## config.mk

```make
export PLATFORM = sky130hd
export DESIGN_NAME = spi_slave_byte
export DESIGN_NICKNAME = d
export VERILOG_FILES = /design/src/rtl/spi_pkg.sv /design/src/rtl/spi_edge_sync.sv /design/src/rtl/spi_slave_byte.sv
export SDC_FILE = /design/constraint.sdc
export NUM_CORES = 1
export LEC_CHECK = 0
export BUFFER_PORTS_ARGS = -buffer_cell sky130_fd_sc_hd__buf_2
export CAP_MARGIN = 10
export CORE_AREA = 2 2 59 61
export CTS_CLUSTER_DIAMETER = 40
export DETAILED_ROUTE_END_ITERATION = 10
export DIE_AREA = 0 0 61 63
export GPL_TIMING_DRIVEN = 0
export PLACE_DENSITY = 0.89
export RECOVER_POWER = 25
export SYNTH_ARGS = -nofsm -noshare
export SYNTH_HDL_FRONTEND = slang
export SYNTH_HIERARCHICAL = 1
export SYNTH_SLANG_ARGS = --single-unit
```

## constraint.sdc

```tcl
create_clock -name clk -period 2.8 [get_ports clk]
set_input_delay 0.28 -clock clk [delete_from_list [all_inputs] [get_ports clk]]
set_output_delay 0.28 -clock clk [all_outputs]
set_load 0.05 [all_outputs]
```

## src/rtl/spi_pkg.sv

```systemverilog
// Shared SPI definitions: frame width, responder FSM states and mode-0 constants
// common to the SPI master and slave blocks.
package spi_pkg;

    localparam int SPI_BYTE_W = 8;
    localparam int SPI_CNT_W  = $clog2(SPI_BYTE_W);
    localparam logic [SPI_CNT_W-1:0] SPI_LAST_BIT = SPI_CNT_W'(SPI_BYTE_W - 1);

    // Mode 0: sck idles low, data captured on the rising edge.
    localparam logic SPI_CPOL = 1'b0;

    typedef enum logic {
        IDLE,
        SHIFT
    } spi_state_t;

endpackage

```

## src/rtl/spi_edge_sync.sv

```systemverilog
// Multi-stage synchronizer for one asynchronous pin with registered one-cycle
// rise/fall strobes taken from the last two synchronized samples.
module spi_edge_sync
    import spi_pkg::*;
#(
    parameter int   SYNC_STAGES = 2,
    parameter logic IDLE_LVL    = 1'b0
) (
    input  logic clk,
    input  logic rst,
    input  logic din,
    output logic rise,
    output logic fall
);

    logic [SYNC_STAGES-1:0] sync_p0;
    logic                   last_p1;

    // Reset to the pin's idle level so leaving reset never fabricates an edge.
    always_ff @(posedge clk) begin
        if (rst) begin
            sync_p0 <= {SYNC_STAGES{IDLE_LVL}};
            last_p1 <= IDLE_LVL;
            rise    <= 1'b0;
            fall    <= 1'b0;
        end else begin
            sync_p0 <= {sync_p0[SYNC_STAGES-2:0], din};
            last_p1 <= sync_p0[SYNC_STAGES-1];
            rise    <= sync_p0[SYNC_STAGES-1] & ~last_p1;
            fall    <= ~sync_p0[SYNC_STAGES-1] & last_p1;
        end
    end

endmodule

```

## src/rtl/spi_slave_byte.sv

```systemverilog
// Mode-0 byte-oriented SPI responder: oversampled pins, full-duplex 8-bit frames,
// one-entry transmit holding register and one-cycle receive strobe.
module spi_slave_byte
    import spi_pkg::*;
#(
    parameter int                    SYNC_STAGES = 2,
    parameter logic [SPI_BYTE_W-1:0] IDLE_TX     = 8'hFF
) (
    input  logic                  clk,
    input  logic                  rst,
    input  logic                  ss_n,
    input  logic                  sck,
    input  logic                  mosi,
    output logic                  miso,
    output logic                  miso_oe,
    input  logic [SPI_BYTE_W-1:0] tx_data,
    input  logic                  tx_valid,
    output logic                  tx_ready,
    output logic [SPI_BYTE_W-1:0] rx_data,
    output logic                  rx_valid,
    output logic                  tx_underrun,
    output logic                  busy
);

    logic                   sck_rise, sck_fall, ss_rise, ss_fall;
    logic [SYNC_STAGES-1:0] mosi_sync_p0;
    logic                   mosi_sync;

    spi_state_t             state, state_nxt;
    logic [SPI_CNT_W-1:0]   bit_cnt;
    logic [SPI_BYTE_W-1:0]  shift_in, shift_out, hold_data;
    logic                   hold_full, hold_wr;
    logic                   start, stop, rise_act, fall_act, reload, byte_done;

    spi_edge_sync #(.SYNC_STAGES(SYNC_STAGES), .IDLE_LVL(SPI_CPOL)) u_sck_sync (
        .clk  (clk),
        .rst  (rst),
        .din  (sck),
        .rise (sck_rise),
        .fall (sck_fall)
    );

    spi_edge_sync #(.SYNC_STAGES(SYNC_STAGES), .IDLE_LVL(1'b1)) u_ss_sync (
        .clk  (clk),
        .rst  (rst),
        .din  (ss_n),
        .rise (ss_rise),
        .fall (ss_fall)
    );

    always_ff @(posedge clk) begin
        mosi_sync_p0 <= {mosi_sync_p0[SYNC_STAGES-2:0], mosi};
    end
    assign mosi_sync = mosi_sync_p0[SYNC_STAGES-1];

    // Deselect has priority: an sck edge arriving with ss_n rise is dropped.
    always_comb begin
        state_nxt = state;
        start     = 1'b0;
        stop      = 1'b0;
        rise_act  = 1'b0;
        fall_act  = 1'b0;
        case (state)
            IDLE: begin
                if (ss_fall) begin
                    state_nxt = SHIFT;
                    start     = 1'b1;
                end
            end
            SHIFT: begin
                if (ss_rise) begin
                    state_nxt = IDLE;
                    stop      = 1'b1;
                end else begin
                    rise_act = sck_rise;
                    fall_act = sck_fall;
                end
            end
        endcase
    end

    assign reload    = start | (fall_act & (bit_cnt == '0));
    assign byte_done = rise_act & (bit_cnt == SPI_LAST_BIT);
    assign hold_wr   = tx_valid & ~hold_full;

    always_ff @(posedge clk) begin
        if (rst) begin
            state       <= IDLE;
            bit_cnt     <= '0;
            hold_full   <= 1'b0;
            shift_out   <= '0;
            rx_data     <= '0;
            rx_valid    <= 1'b0;
            tx_underrun <= 1'b0;
        end else begin
            state       <= state_nxt;
            rx_valid    <= byte_done;
            tx_underrun <= reload & ~hold_full;

            // A write landing on an empty-register reload serves the following byte.
            if (hold_wr)
                hold_full <= 1'b1;
            else if (reload)
                hold_full <= 1'b0;

            if (start | stop)
                bit_cnt <= '0;
            else if (rise_act)
                bit_cnt <= bit_cnt + 1'b1;

            if (reload)
                shift_out <= hold_full ? hold_data : IDLE_TX;
            else if (stop)
                shift_out <= '0;
            else if (fall_act)
                shift_out <= {shift_out[SPI_BYTE_W-2:0], 1'b0};

            if (byte_done)
                rx_data <= {shift_in[SPI_BYTE_W-2:0], mosi_sync};
        end
    end

    always_ff @(posedge clk) begin
        if (hold_wr)
            hold_data <= tx_data;
        if (rise_act)
            shift_in <= {shift_in[SPI_BYTE_W-2:0], mosi_sync};
    end

    assign tx_ready = ~hold_full;
    assign busy     = (state == SHIFT);
    assign miso_oe  = busy;
    assign miso     = busy & shift_out[SPI_BYTE_W-1];

endmodule

```

Word-level counts from Yosys, hierarchy flattened
Index checks and enable logic that the tools add are counted.
{"block": "word_totals", "regBits": 50, "in_bits": 14, "out_inout_bits": 14, "elab_cells": 57}
{"block": "op_classes", "addsub": 1, "n_eq_ne": 1, "muxes": 16, "bitwise": 17, "n_reduce_logical": 4}
{"cell": "two-way mux 8 bit", "count": 4}
{"cell": "two-way mux 1 bit", "count": 11}
{"cell": "AND 1 bit", "count": 9}
{"cell": "inverter 1 bit", "count": 6}
{"cell": "adder 3 x 1 -> 3 bit (second input constant)", "count": 1}
{"cell": "equality test 3 bit (second input constant)", "count": 1}
{"cell": "logical NOT 3 bit", "count": 1}
{"cell": "nonzero test 3 bit", "count": 1}
{"cell": "bitwise OR 1 bit", "count": 2}
{"cell": "case mux 1 bit (2 select lines)", "count": 1}
{"cell": "nonzero test 2 bit", "count": 1}
{"cell": "OR reduction 2 bit", "count": 1}

Logic depth before layout (Yosys ltp)
{"block": "logic_depth", "word_depth": 6, "depth_mapped": 6}

Cells and area by module
The synthesis kept the hierarchy.
{"mod": "spi_slave_byte", "instances": 1, "cells_each": 135, "area_each_um2": 1541.5, "seq_area_each_um2": 950.9}
{"mod": "spi_edge_sync", "instances": 2, "cells_each": 10, "area_each_um2": 133.9, "seq_area_each_um2": 100.1}

Worst setup path after synthesis
OpenSTA, ideal clock, no wires.
{"block": "synth_path", "path_type": "register to register", "start": "register state (netlist: busy)", "end": "register shift_in[0], enable pin", "setup_ns": 0.319, "arrival_ns": 1.336, "setup_slack_ns": 1.145, "path_stages_with_launch": 5, "path_buffers": 1, "synth_period_minus_slack_ns": 1.655, "path_cell_list": "dfxtp_1 -> and2b_1 -> buf_6 -> nand2_1 -> inv_1"}
{"block": "synth_via", "elab_chain_cells": 1}
{"item": "start, declared", "line": "spi_slave_byte.sv:29", "text": "spi_state_t state, state_nxt;"}
{"item": "start signal, assigned", "line": "spi_slave_byte.sv:96", "text": "state <= state_nxt;"}
{"item": "two-way mux 1 bit", "line": "spi_slave_byte.sv:63", "text": "case (state)"}
{"item": "named net rise_act", "line": "spi_slave_byte.sv:33", "text": "logic start, stop, rise_act, fall_act, reload, byte_done;"}
{"item": "end signal, assigned", "line": "spi_slave_byte.sv:127", "text": "shift_in <= {shift_in[SPI_BYTE_W-2:0], mosi_sync};"}
{"item": "end, declared", "line": "spi_slave_byte.sv:31", "text": "logic [SPI_BYTE_W-1:0] shift_in, shift_out, hold_data;"}
The timed path passes the listed nets, and every way through them passes these cells.
A chain may end at the register's enable or synchronous reset.

Worst setup path after layout
{"block": "layout_path", "start": "register state (netlist: busy)", "end": "output miso"}
{"block": "layout_via", "elab_chain_cells": 1}
{"item": "AND 1 bit", "line": "spi_slave_byte.sv:133", "text": "assign miso = busy & shift_out[SPI_BYTE_W-1];"}
{"item": "end, declared", "line": "spi_slave_byte.sv:14", "text": "output logic miso,"}
No other way between the ends.

==> results_dict.tcl <==
set metrics [dict create \
    grt_pass1_vias 1205 \
    critPathTopFamily "flip-flops" \
    final_cell_mix "35 x dfxtp_1, 26 x buf_2, 20 x nand2_1, 18 x a21oi_1, 15 x edfxtp_1" \
    grt_first_pass_wirelength_microns 5180 \
    stdcell_area_sq_um 2070 \
    max_freq_ghz 0.615 \
    postPlaceCellArea_sq_um 2000 \
    syn_area_sq_um 1810 \
    ant_nets 0 \
    numPortBuffers 27 \
    clkTransAtPathRegs_ns 0.13 \
    placementRows 21 \
    synth-compound-area-share 0.167 \
    crit_fanout 9 \
    worst-path-buf-inv 1 \
    worst_ir_drop_vdd_mv 0.308 \
    ys_async_sr_fraction 0 \
    muxShareOfSynthArea 0 \
    vias 1212 \
    status "finished clean" \
    cts_buffers 5 \
    slowest_stage "dfxtp_1" \
    clk_path_buf_depth 2 \
    die_x_microns 61 \
    required_ns 2.52 \
    grt_max_degree 15 \
    syn-num-nets 172 \
    core-area_sq_um 3230 \
    die_area_sq_um 3840 \
    fillCellCount 262 \
    tightest_slew_ns 0.709 \
    nets 207 \
    p_total_mw 1.19 \
    synth_edf_count 15 \
    syn_inst 155 \
    hpwl_microns 2370 \
    synthAdderAreaFrac 0.0207 \
    drt_iter0_markers 73 \
    syn_to_final_growth_pct 14.5 \
    ios 28 \
    start_kind "register" \
    wl_microns 3190 \
    cp_cell_sequence "and2_1 > buf_2" \
    crit_path_max_incr_delay_ns 0.55 \
    wl_per_cell_microns 13.5 \
    relSlewSlack 0.527 \
    hold_path.class "input port to register" \
    synth-xor-area-share 0.00484 \
    syn-mean-instance-area_sq_um 11.7 \
    drv_slew 0 \
    ys_seq_elements 50 \
    drc_errors 0 \
    grt_usage 0.186 \
    chipHeight_microns 63 \
    cts.sinks 50 \
    clock-root-buffer "clkbuf_4" \
    worst_setup_path_end_kind "primary output" \
    place_congestion 0.770 \
    synth_top_family_by_area "compound AO/OA/AOI/OAI gates" \
    cts_max_level 2 \
    grt_remaining_overflow 0 \
    yosysSeqAreaShare 0.636 \
    layout_commonest_cell "dfxtp_1" \
    postCtsSetupBuffers 0 \
    arrival_ns 1.35 \
    rsz0062_at_grt "no" \
    drtPass1Iterations 5 \
    ctsHoldBuffers 0 \
    ys_warn_count 6 \
    drive_gt1_frac 0.283 \
    setup_viol 0 \
    p_leak_nw 0.793 \
    initial_core_util 0.560 \
    min_period_ns 1.63 \
    yosysUniqueCellTypes 29 \
    critical_path_class "register to primary output" \
    drv_cap 0 \
    period_share 0.581 \
    finalClockSkew_ns 0.00930 \
    tns_ns 0 \
    cts_tree "done" \
    clock_latency_ns 0.36 \
    vias_per_cell 5.11 \
    power_density_nw_per_um2 572 \
    antenna_found_initial 0 \
    finalHoldViolations 0 \
    synthSimpleGateAreaFrac 0.145 \
    num_antenna_cells 0 \
    synthFlopType "dfxtp_1" \
    cts_resized 0 \
]
[power by group]
part	switching (mW)	internal [mW]	leakage [nW]
combinational	0.0496	0.0301	0.333
sequential	0.0131	0.768	0.425
clock	0.202	0.122	0.0353
total	0.265	0.920	0.793
[layer usage]
layer	global-route usage	routed length [microns]
met3	0.0600	160
met4	0.0924	59
met2	0.308	1630
met5	0	0
met1	0.210	1340
[cell usage after synthesis, types with 2 or more instances]
library cell	number	area [sq um]
dfxtp_1	35	701
nand2_1	20	75.1
a21oi_1	18	90.1
edfxtp_1	15	450
nor2_1	12	45.0
a211oi_2	7	87.6
o21ai_2	7	61.3
nor2b_1	6	37.5
nor3b_1	5	37.5
ha_1	3	37.5
inv_1	3	11.3
nand3_1	3	15.0
or2_1	3	18.8
buf_4	2	15.0
clkbuf_1	2	7.51
[registers in the layout (all words and copies together) (netlist names)]
register	cells
hold_data	8
rx_data	8
shift_out	8
shift_in	7
bit_cnt	3
mosi_sync_p0	2
u_sck_sync/sync_p0	2
u_ss_sync/sync_p0	2
busy	1
hold_full	1
rx_valid	1
tx_underrun	1
u_sck_sync/fall	1
u_sck_sync/last_p1	1
u_sck_sync/rise	1
u_ss_sync/fall	1
u_ss_sync/last_p1	1
u_ss_sync/rise	1
[worst register-to-register path: cells and delay by family (launching register included)]
family	cells	cell delay, ns
flops	1	0.55
buf+inv	2	0.37
simple gates	2	0.33
[kinds of logic after synthesis]
kind of cell               Yosys count
buffers and inverters                9
xor gates and xnor gates             1
DFF                                 50
AOI/OAI and AO/OA                   38
adders and majority gates            3
and+or+nand+nor                     54
[worst paths after layout]
check / start / endpoint / slack [ns] / cells past startpoint
setup / recovery: busy / miso / 1.17 / 2
hold / removal: tx_data[7] / hold_data[7] / 0.09 / 1
setup reg to reg: busy / shift_in[3] / 1.24 / 4
hold reg to reg: mosi_sync_p0[0] / mosi_sync_p0[1] / 0.34 / 0
[layout make-up]
class,count,area (sq um),share of cell area
clock inverter,1,5.00,0.00242
tap,46,57.6,0.0278
clock buffer,7,55.1,0.0266
timing repair buffer,28,144,0.0695
inverter,4,15.0,0.00725
multi-input combinational,96,609,0.294
sequential,50,1150,0.556
buffer,5,33.8,0.0163
[through the flow]
step / utilization / hold WS [ns] / std cells / setup WS, ns
2_1_floorplan: - / 0.308 / 155 / 1.14
3_3_place_gp: 0.619 / 0.311 / 228 / 1.38
3_5_place_dp: 0.619 / 0.314 / 228 / 1.29
4_1_cts: 0.638 / 0.00427 / 236 / 1.18
5_1_grt: 0.641 / 0.0615 / 237 / 1.11
6_report: 0.641 / 0.0907 / 237 / 1.17
Note: power is estimated with default switching activity, not from simulation.
